$ cat config.mk
export PLATFORM = sky130hd
export DESIGN_NAME = wpm_calculator_flat
export DESIGN_NICKNAME = d
export VERILOG_FILES = /design/src/rtl/wpm_calculator_if.sv /design/src/rtl/wpm_calculator.sv /design/src/flat_wrapper.sv
export SDC_FILE = /design/constraint.sdc
export NUM_CORES = 1
export LEC_CHECK = 0
export CAP_MARGIN = 30
export CORE_MARGIN = 1
export CORE_UTILIZATION = 57
export CTS_BUF_LIST = sky130_fd_sc_hd__clkbuf_4 sky130_fd_sc_hd__clkbuf_8
export CTS_CLUSTER_SIZE = 16
export DETAILED_ROUTE_END_ITERATION = 10
export PLACE_DENSITY = 0.84
export SLEW_MARGIN = 20
export SYNTH_ARGS = -nofsm -noshare
export SYNTH_HDL_FRONTEND = slang
export SYNTH_SLANG_ARGS = --single-unit
$ cat constraint.sdc
create_clock -name clk -period 4.4 [get_ports clk]
set_input_delay 0.44 -clock clk [delete_from_list [all_inputs] [get_ports clk]]
set_output_delay 0.44 -clock clk [all_outputs]
set_load 0.01 [all_outputs]
$ cat src/rtl/wpm_calculator_if.sv
// wpm_calculator_if: request/result bundle between the game logic and the WPM engine.
//   master: drives sample, word_count and the BCD time digits; observes the results.
//   slave : the calculator; drives busy, valid, wpm_integer, wpm_decimal, short, sat
//           (plus peak_integer/peak_decimal when WPM_PEAK_EN is defined).
interface wpm_calculator_if #(
    parameter int unsigned CNT_W = 11,
    parameter int unsigned INT_W = 10
);
    logic             sample;
    logic [CNT_W-1:0] word_count;
    logic [3:0]       minutes;
    logic [3:0]       sec_high;
    logic [3:0]       sec_low;
    logic [3:0]       tenths;
    logic             busy;
    logic             valid;
    logic [INT_W-1:0] wpm_integer;
    logic [6:0]       wpm_decimal;
    logic             short;
    logic             sat;
`ifdef WPM_PEAK_EN
    logic [INT_W-1:0] peak_integer;
    logic [6:0]       peak_decimal;

    modport master (
        output sample, word_count, minutes, sec_high, sec_low, tenths,
        input  busy, valid, wpm_integer, wpm_decimal, short, sat,
        input  peak_integer, peak_decimal
    );
    modport slave (
        input  sample, word_count, minutes, sec_high, sec_low, tenths,
        output busy, valid, wpm_integer, wpm_decimal, short, sat,
        output peak_integer, peak_decimal
    );
`else
    modport master (
        output sample, word_count, minutes, sec_high, sec_low, tenths,
        input  busy, valid, wpm_integer, wpm_decimal, short, sat
    );
    modport slave (
        input  sample, word_count, minutes, sec_high, sec_low, tenths,
        output busy, valid, wpm_integer, wpm_decimal, short, sat
    );
`endif
endinterface

$ cat src/rtl/wpm_calculator.sv
// wpm_calculator: words-per-minute engine with a shared multi-cycle restoring divider.
//   WPM*100 = word_count*60000 / elapsed_tenths, then split by 100 into integer and
//   hundredths fields, with saturation and a minimum-time guard.
// Ports:
//   clk   - system clock
//   reset - synchronous active-high reset
//   bus   - wpm_calculator_if.slave (sample/inputs in; busy/valid/result fields out)
// Optional feature: define WPM_PEAK_EN to add peak_integer/peak_decimal tracking.
module wpm_calculator #(
    parameter int unsigned CNT_W      = 11,
    parameter int unsigned INT_W      = 10,
    parameter int unsigned MIN_TENTHS = 10
) (
    input  logic              clk,
    input  logic              reset,
    wpm_calculator_if.slave   bus
);
    localparam int unsigned NUM_W     = CNT_W + 16;
    localparam int unsigned T_W       = 13;
    localparam int unsigned STEP_W    = $clog2(NUM_W);
    localparam int unsigned SCALE     = 60000;
    localparam int unsigned SPLIT_DIV = 100;

    typedef enum logic [2:0] {IDLE, CONVERT, DIV, SPLIT, DONE} state_t;

    state_t            state;
    logic [CNT_W-1:0]  cnt_q;
    logic [3:0]        min_q;
    logic [3:0]        sh_q;
    logic [3:0]        sl_q;
    logic [3:0]        tn_q;
    logic              short_q;
    logic [NUM_W-1:0]  quo;
    logic [T_W-1:0]    rem;
    logic [T_W-1:0]    divisor;
    logic [STEP_W-1:0] step;

    logic [T_W-1:0]    t_c;
    logic [T_W:0]      rem_sh_c;
    logic              ge_c;
    logic [T_W-1:0]    rem_nx_c;
    logic [NUM_W-1:0]  quo_nx_c;
    logic              over_c;
    logic [INT_W-1:0]  res_int_c;
    logic [6:0]        res_dec_c;

    // Elapsed time in tenths, one restoring-division step, and final result shaping.
    // The remainder stays below the divisor (< 2^13), so one extra bit covers the shift.
    always_comb begin
        t_c      = T_W'(min_q) * T_W'(600) + T_W'(sh_q) * T_W'(100)
                 + T_W'(sl_q) * T_W'(10) + T_W'(tn_q);
        rem_sh_c = {rem, quo[NUM_W-1]};
        ge_c     = (rem_sh_c >= {1'b0, divisor});
        rem_nx_c = ge_c ? T_W'(rem_sh_c - {1'b0, divisor}) : rem_sh_c[T_W-1:0];
        quo_nx_c = {quo[NUM_W-2:0], ge_c};
        over_c   = |quo[NUM_W-1:INT_W];
        res_int_c = '0;
        res_dec_c = '0;
        if (!short_q) begin
            res_int_c = over_c ? '1 : quo[INT_W-1:0];
            res_dec_c = over_c ? 7'd99 : rem[6:0];
        end
    end

    // Control FSM, divider datapath and registered outputs.
    always_ff @(posedge clk) begin
        if (reset) begin
            state           <= IDLE;
            cnt_q           <= '0;
            min_q           <= '0;
            sh_q            <= '0;
            sl_q            <= '0;
            tn_q            <= '0;
            short_q         <= 1'b0;
            quo             <= '0;
            rem             <= '0;
            divisor         <= '0;
            step            <= '0;
            bus.busy        <= 1'b0;
            bus.valid       <= 1'b0;
            bus.wpm_integer <= '0;
            bus.wpm_decimal <= '0;
            bus.short       <= 1'b0;
            bus.sat         <= 1'b0;
`ifdef WPM_PEAK_EN
            bus.peak_integer <= '0;
            bus.peak_decimal <= '0;
`endif
        end else begin
            bus.valid <= 1'b0;
            case (state)
                IDLE: begin
                    if (bus.sample) begin
                        cnt_q    <= bus.word_count;
                        min_q    <= bus.minutes;
                        sh_q     <= bus.sec_high;
                        sl_q     <= bus.sec_low;
                        tn_q     <= bus.tenths;
                        bus.busy <= 1'b1;
                        state    <= CONVERT;
                    end
                end
                CONVERT: begin
                    if (t_c < T_W'(MIN_TENTHS)) begin
                        short_q <= 1'b1;
                        state   <= DONE;
                    end else begin
                        short_q <= 1'b0;
                        quo     <= NUM_W'(cnt_q) * NUM_W'(SCALE);
                        rem     <= '0;
                        divisor <= t_c;
                        step    <= STEP_W'(NUM_W - 1);
                        state   <= DIV;
                    end
                end
                DIV: begin
                    quo <= quo_nx_c;
                    if (step == '0) begin
                        // Quotient q = WPM*100 stays in quo as the next dividend.
                        rem     <= '0;
                        divisor <= T_W'(SPLIT_DIV);
                        step    <= STEP_W'(NUM_W - 1);
                        state   <= SPLIT;
                    end else begin
                        rem  <= rem_nx_c;
                        step <= step - STEP_W'(1);
                    end
                end
                SPLIT: begin
                    quo <= quo_nx_c;
                    rem <= rem_nx_c;
                    if (step == '0) begin
                        state <= DONE;
                    end else begin
                        step <= step - STEP_W'(1);
                    end
                end
                DONE: begin
                    bus.wpm_integer <= res_int_c;
                    bus.wpm_decimal <= res_dec_c;
                    bus.short       <= short_q;
                    bus.sat         <= !short_q && over_c;
                    bus.valid       <= 1'b1;
                    bus.busy        <= 1'b0;
`ifdef WPM_PEAK_EN
                    if ({res_int_c, res_dec_c} > {bus.peak_integer, bus.peak_decimal}) begin
                        bus.peak_integer <= res_int_c;
                        bus.peak_decimal <= res_dec_c;
                    end
`endif
                    state <= IDLE;
                end
                default: state <= IDLE;
            endcase
        end
    end
endmodule

$ cat src/flat_wrapper.sv
// flat-port wrapper written by rule: the top's interface ports become plain ports
module wpm_calculator_flat 
#(
    parameter int unsigned CNT_W      = 11,
    parameter int unsigned INT_W      = 10,
    parameter int unsigned MIN_TENTHS = 10
)
  (clk, reset, bus_sample, bus_word_count, bus_minutes, bus_sec_high, bus_sec_low, bus_tenths, bus_busy, bus_valid, bus_wpm_integer, bus_wpm_decimal, bus_short, bus_sat);
  wpm_calculator_if #(.CNT_W(CNT_W), .INT_W(INT_W)) bus_i ();
  input  logic clk;
  input  logic reset;
  input wire logic [$bits(bus_i.sample)-1:0] bus_sample;
  input wire logic [$bits(bus_i.word_count)-1:0] bus_word_count;
  input wire logic [$bits(bus_i.minutes)-1:0] bus_minutes;
  input wire logic [$bits(bus_i.sec_high)-1:0] bus_sec_high;
  input wire logic [$bits(bus_i.sec_low)-1:0] bus_sec_low;
  input wire logic [$bits(bus_i.tenths)-1:0] bus_tenths;
  output wire logic [$bits(bus_i.busy)-1:0] bus_busy;
  output wire logic [$bits(bus_i.valid)-1:0] bus_valid;
  output wire logic [$bits(bus_i.wpm_integer)-1:0] bus_wpm_integer;
  output wire logic [$bits(bus_i.wpm_decimal)-1:0] bus_wpm_decimal;
  output wire logic [$bits(bus_i.short)-1:0] bus_short;
  output wire logic [$bits(bus_i.sat)-1:0] bus_sat;
  assign bus_i.sample = bus_sample;
  assign bus_i.word_count = bus_word_count;
  assign bus_i.minutes = bus_minutes;
  assign bus_i.sec_high = bus_sec_high;
  assign bus_i.sec_low = bus_sec_low;
  assign bus_i.tenths = bus_tenths;
  assign bus_busy = bus_i.busy;
  assign bus_valid = bus_i.valid;
  assign bus_wpm_integer = bus_i.wpm_integer;
  assign bus_wpm_decimal = bus_i.wpm_decimal;
  assign bus_short = bus_i.short;
  assign bus_sat = bus_i.sat;
  wpm_calculator #(.CNT_W(CNT_W), .INT_W(INT_W), .MIN_TENTHS(MIN_TENTHS)) u_core (.clk(clk), .reset(reset), .bus(bus_i));
endmodule
==> results of run 1 <==
## path summary, 6_finish.rpt
| check | startpoint | end | slack [ns] | cells past startpoint |
|---|---|---|---|---|
| worst max register to register | u_core.min_q[2]$_SDFFE_PP0P_ | u_core.quo[6]$_SDFFE_PP0P_ | -0.59 | 24 |
| worst min register to register | u_core.tn_q[3]$_SDFFE_PP0P_ | u_core.tn_q[3]$_SDFFE_PP0P_ | 0.47 | 2 |
| worst max-delay path | u_core.min_q[2]$_SDFFE_PP0P_ | u_core.quo[6]$_SDFFE_PP0P_ | -0.59 | 24 |
| worst min-delay path | u_core.tn_q[3]$_SDFFE_PP0P_ | u_core.tn_q[3]$_SDFFE_PP0P_ | 0.47 | 2 |
## sequential cells by signal (all words and copies together) (netlist names), 4 cells and up
register                cells
u_core.sh_q                 4
u_core.min_q                4
u_core.cnt_q               11
u_core.tn_q                 4
u_core.bus.wpm_decimal      7
u_core.rem                 13
u_core.bus.wpm_integer     10
u_core.sl_q                 4
u_core.step                 5
u_core.quo                 27
u_core.divisor             13
## layer usage
metal / routed length, µm / track usage, % / vias to the layer above
met5: 0 / 0 / -
met4: 1750 / 17.6 / 0
met3: 1480 / 5.01 / 155
met2: 13400 / 56.6 / 394
met1: 10100 / 33.0 / 4016
li1: - / - / 3736
## kinds of logic after synthesis
logic type                 share of synthesized area (%)
AOI/OAI and AO/OA                                   16.0
xor gates and xnor gates                            4.78
adders and majority gates                           29.4
buffers and inverters                               6.43
muxes                                               1.73
DFF                                                 25.1
and+or+nand+nor                                     16.6
## cells in the final DEF (no fill, tap or decap), drive strengths merged, types with 6 or more instances in the layout
master | Yosys | layout
a211oi | 12 | 12
a21o | 15 | 15
a21oi | 100 | 100
a22oi | 13 | 13
a311oi | 6 | 6
a31oi | 8 | 8
buf | 12 | 114
clkbuf | 32 | 11
clkdlybuf4s50 | 0 | 49
dfxtp | 110 | 110
fa | 48 | 48
ha | 129 | 129
inv | 93 | 97
mux2i | 14 | 14
nand2 | 91 | 91
nand2b | 13 | 13
nand3 | 37 | 37
nand4 | 6 | 6
nor2 | 84 | 84
nor2b | 6 | 6
nor3 | 33 | 33
o21ai | 18 | 18
o2bb2ai | 13 | 13
or3 | 7 | 7
xnor2 | 37 | 37
xor2 | 10 | 10
## final cells by class
type / count / area, µm² / share of cell area (%)
Multi-Input combinational cell: 757 / 6800 / 60.2
Sequential cell: 110 / 2220 / 19.7
Timing Repair Buffer: 164 / 1510 / 13.4
Inverter: 93 / 349 / 3.09
Tap cell: 184 / 230 / 2.04
Clock buffer: 10 / 131 / 1.16
Clock inverter: 6 / 53.8 / 0.476
## timing repair
| item | CTS | global route |
|---|---|---|
| resized for setup | 83 | 58 |
| cloned | 4 | 1 |
| pin swaps | 61 | 44 |
| buffers inserted | 26 | 6 |
| setup endpoints to repair | 61 | 61 |
## critical path, stage by stage, from the launching register on
cell,delay (ns)
sky130_fd_sc_hd__dfxtp_4,0.38
sky130_fd_sc_hd__ha_4,0.26
sky130_fd_sc_hd__inv_2,0.03
sky130_fd_sc_hd__fa_2,0.55
sky130_fd_sc_hd__inv_2,0.06
sky130_fd_sc_hd__ha_4,0.16
sky130_fd_sc_hd__a21o_1,0.17
sky130_fd_sc_hd__a21oi_2,0.17
sky130_fd_sc_hd__xnor2_1,0.14
sky130_fd_sc_hd__ha_1,0.28
sky130_fd_sc_hd__ha_4,0.29
sky130_fd_sc_hd__ha_4,0.21
sky130_fd_sc_hd__nor3b_4,0.15
sky130_fd_sc_hd__a31oi_1,0.18
sky130_fd_sc_hd__nand4_1,0.18
sky130_fd_sc_hd__nor3_2,0.20
sky130_fd_sc_hd__buf_4,0.15
sky130_fd_sc_hd__nand4_4,0.09
sky130_fd_sc_hd__buf_6,0.16
sky130_fd_sc_hd__buf_12,0.12
sky130_fd_sc_hd__o31ai_4,0.32
sky130_fd_sc_hd__buf_6,0.19
sky130_fd_sc_hd__buf_12,0.13
sky130_fd_sc_hd__nand2_2,0.06
sky130_fd_sc_hd__a311oi_2,0.25
## power groups by stage
stage	sequential, mW	combinational (mW)	clock, mW
floorplan	1.45	4.33	0
global placement	1.48	5.63	0
detailed placement	1.48	5.78	0
CTS	1.48	6.63	0.626
global route	1.55	7.96	0.676
finish	1.53	7.42	0.639
## through the flow
step                total power, mW  setup WS, ns
finish                         9.58        -0.594
global route                   10.2        -0.637
CTS                            8.74        -0.337
detailed placement             7.27        -0.411
global placement               7.11        -0.282
floorplan                      5.78       -0.0449
==> Flow_metrics.wiki, run 1 <==
{| class="wikitable"
! Metric !! Value
|-
| Outcome || finished with violations
|-
| Violations in the final reports || setup timing
|-
| PD cells || 848 nW/µm²
|-
| Total wire length || 26,700 µm
|-
| Buffers on Ports || 50
|-
| Number of global-route vias before repair || 8,381
|-
| Post-synth top flop || sky130_fd_sc_hd__dfxtp_1
|-
| Final WS setup || -0.594 ns
|-
| Setup repair after global routing missed its margin || true
|-
| Number of instances in the synthesized netlist || 1,004
|-
| Initial antenna violation count || 0
|-
| Chip height || 126 µm
|-
| Path type of the worst setup path || reg2reg
|-
| Core region area || 14,800 µm²
|-
| Fin crit share || 114%
|-
| # placed instances || 1,273
|-
| Distinct cell type count after synthesis || 70
|-
| CP Capture Type || register
|-
| Number of failing setup endpoints in the final timing report || 61
|-
| Crit path time final || 4.99 ns
|-
| Post-Layout Cell Count || 1,324
|-
| Detailed placer's ending HPWL || 14,700 µm
|-
| Global-route wire length before repair || 39,100 µm
|-
| Sw power || 4.72 mW
|-
| Max-slew violations || 0
|-
| Clock sink count || 110
|-
| Drt via density || 6.27
|-
| Most frequent cells after synthesis || sky130_fd_sc_hd__ha_1 (129), sky130_fd_sc_hd__dfxtp_1 (110), sky130_fd_sc_hd__a21oi_1 (96)
|-
| Fraction of final layout cells sized beyond drive strength 1 || 24.8%
|-
| NumNets Final || 1,342
|-
| Net switching fraction of the power || 49.2%
|-
| Clock transition at the register clock pins on the worst setup and hold paths after CTS || 0.12 ns
|-
| Cell type with the highest aggregate area in the netlist || sky130_fd_sc_hd__dfxtp_1
|-
| Synth top area cells || sky130_fd_sc_hd__dfxtp_1 (25%), sky130_fd_sc_hd__ha_1 (18%), sky130_fd_sc_hd__fa_1 (11%)
|-
| Static Leak || 5.00 nW
|-
| Area post-placement || 10,000 µm²
|-
| CTS Hold Bufs || 0
|-
| Fill cells || 895
|-
| Max-cap violations || 0
|-
| Maximum clock skew at final layout || 0.0103 ns
|-
| Sequential fraction of design power || 15.9%
|-
| Number of buffers inserted during clock tree synthesis || 9
|-
| TritonCTS clock tree || built
|-
| Initial Util || 59.5%
|-
| CTS max path bufs || 2
|-
| Weighted congestion reported at the end of routability-driven placement || 0.834
|-
| Antenna Cells || 0
|-
| Cell at the root of the clock tree || sky130_fd_sc_hd__clkbuf_8
|-
| Hold slack final || 0.474 ns
|-
| Worst Setup Start Kind || register
|-
| Combinational Power Share || 77.4%
|-
| Die W || 126 µm
|-
| Final Instance Area || 11,300 µm²
|-
| Internal power || 4.87 mW
|-
| Full die area || 15,900 µm²
|-
| Peak clock frequency supported by timing || 0.200 GHz
|-
| Number of flip-flops and latches in the synthesized netlist || 110
|-
| Tightest slew margin relative to the limit || 43.9%
|-
| Top-count cell post-synth || sky130_fd_sc_hd__ha_1
|-
| Grt total ovfl || 0
|-
| Post-Syn Area || 8770 µm²
|-
| Post-route DRC || 0
|-
| Count of nets left with antenna violations after detail routing || 0
|-
| Post-synth net total || 1,211
|-
| GRT Overall Usage || 30.6%
|-
| EDFF count, synth || 0
|-
| Worst Path Max Fanout || 7
|-
| Final Hold Fails || 0
|-
| Part of the power in the clock network || 6.7%
|-
| Number of placement rows || 44
|-
| Iter 0 DRT Violations || 668
|-
| Via count of the routed design || 8,301
|-
| Synthesized area per cell || 8.74 µm²
|-
| Clk Latency, worst-skew pair || 0.41 ns
|-
| Largest net degree at the start of global routing || 103
|-
| Maximum resistive drop on vdd || 0.693 mV
|-
| Number of synthesis warnings || 0
|-
| Sequential fraction of the synthesis area || 25.1%
|-
| Initial DRT Pass Iterations || 5
|-
| Utilization after layout || 76.6%
|-
| Area Growth Syn to Fin || 28.8%
|-
| I/O pin count || 51
|-
| H-tree depth reported by CTS || 3
|-
| Class of the worst hold path || reg2reg
|-
| Actual slew at the worst max-slew pin || 0.820 ns
|-
| Portion of synthesized cell area occupied by the leading cell type || 25.1%
|-
| Post-synth ARST share || 0%
|-
| WL/cell || 20.2 µm
|-
| Worst path arrival time || 5.32 ns
|-
| Critical Path RT || 4.73 ns
|-
| Setup TNS || -28.56 ns
|}
(Power assumes the default switching activity.)
==> inputs of run 2 (changes only) <==
--- a/config.mk
+++ b/config.mk
@@ -16,3 +16,4 @@
 export SYNTH_ARGS = -nofsm -noshare
 export SYNTH_HDL_FRONTEND = slang
 export SYNTH_SLANG_ARGS = --single-unit
+export TNS_END_PERCENT = 100
==> results of run 2 <==
Final layout, timing and power as in run 1 (identical DEF).
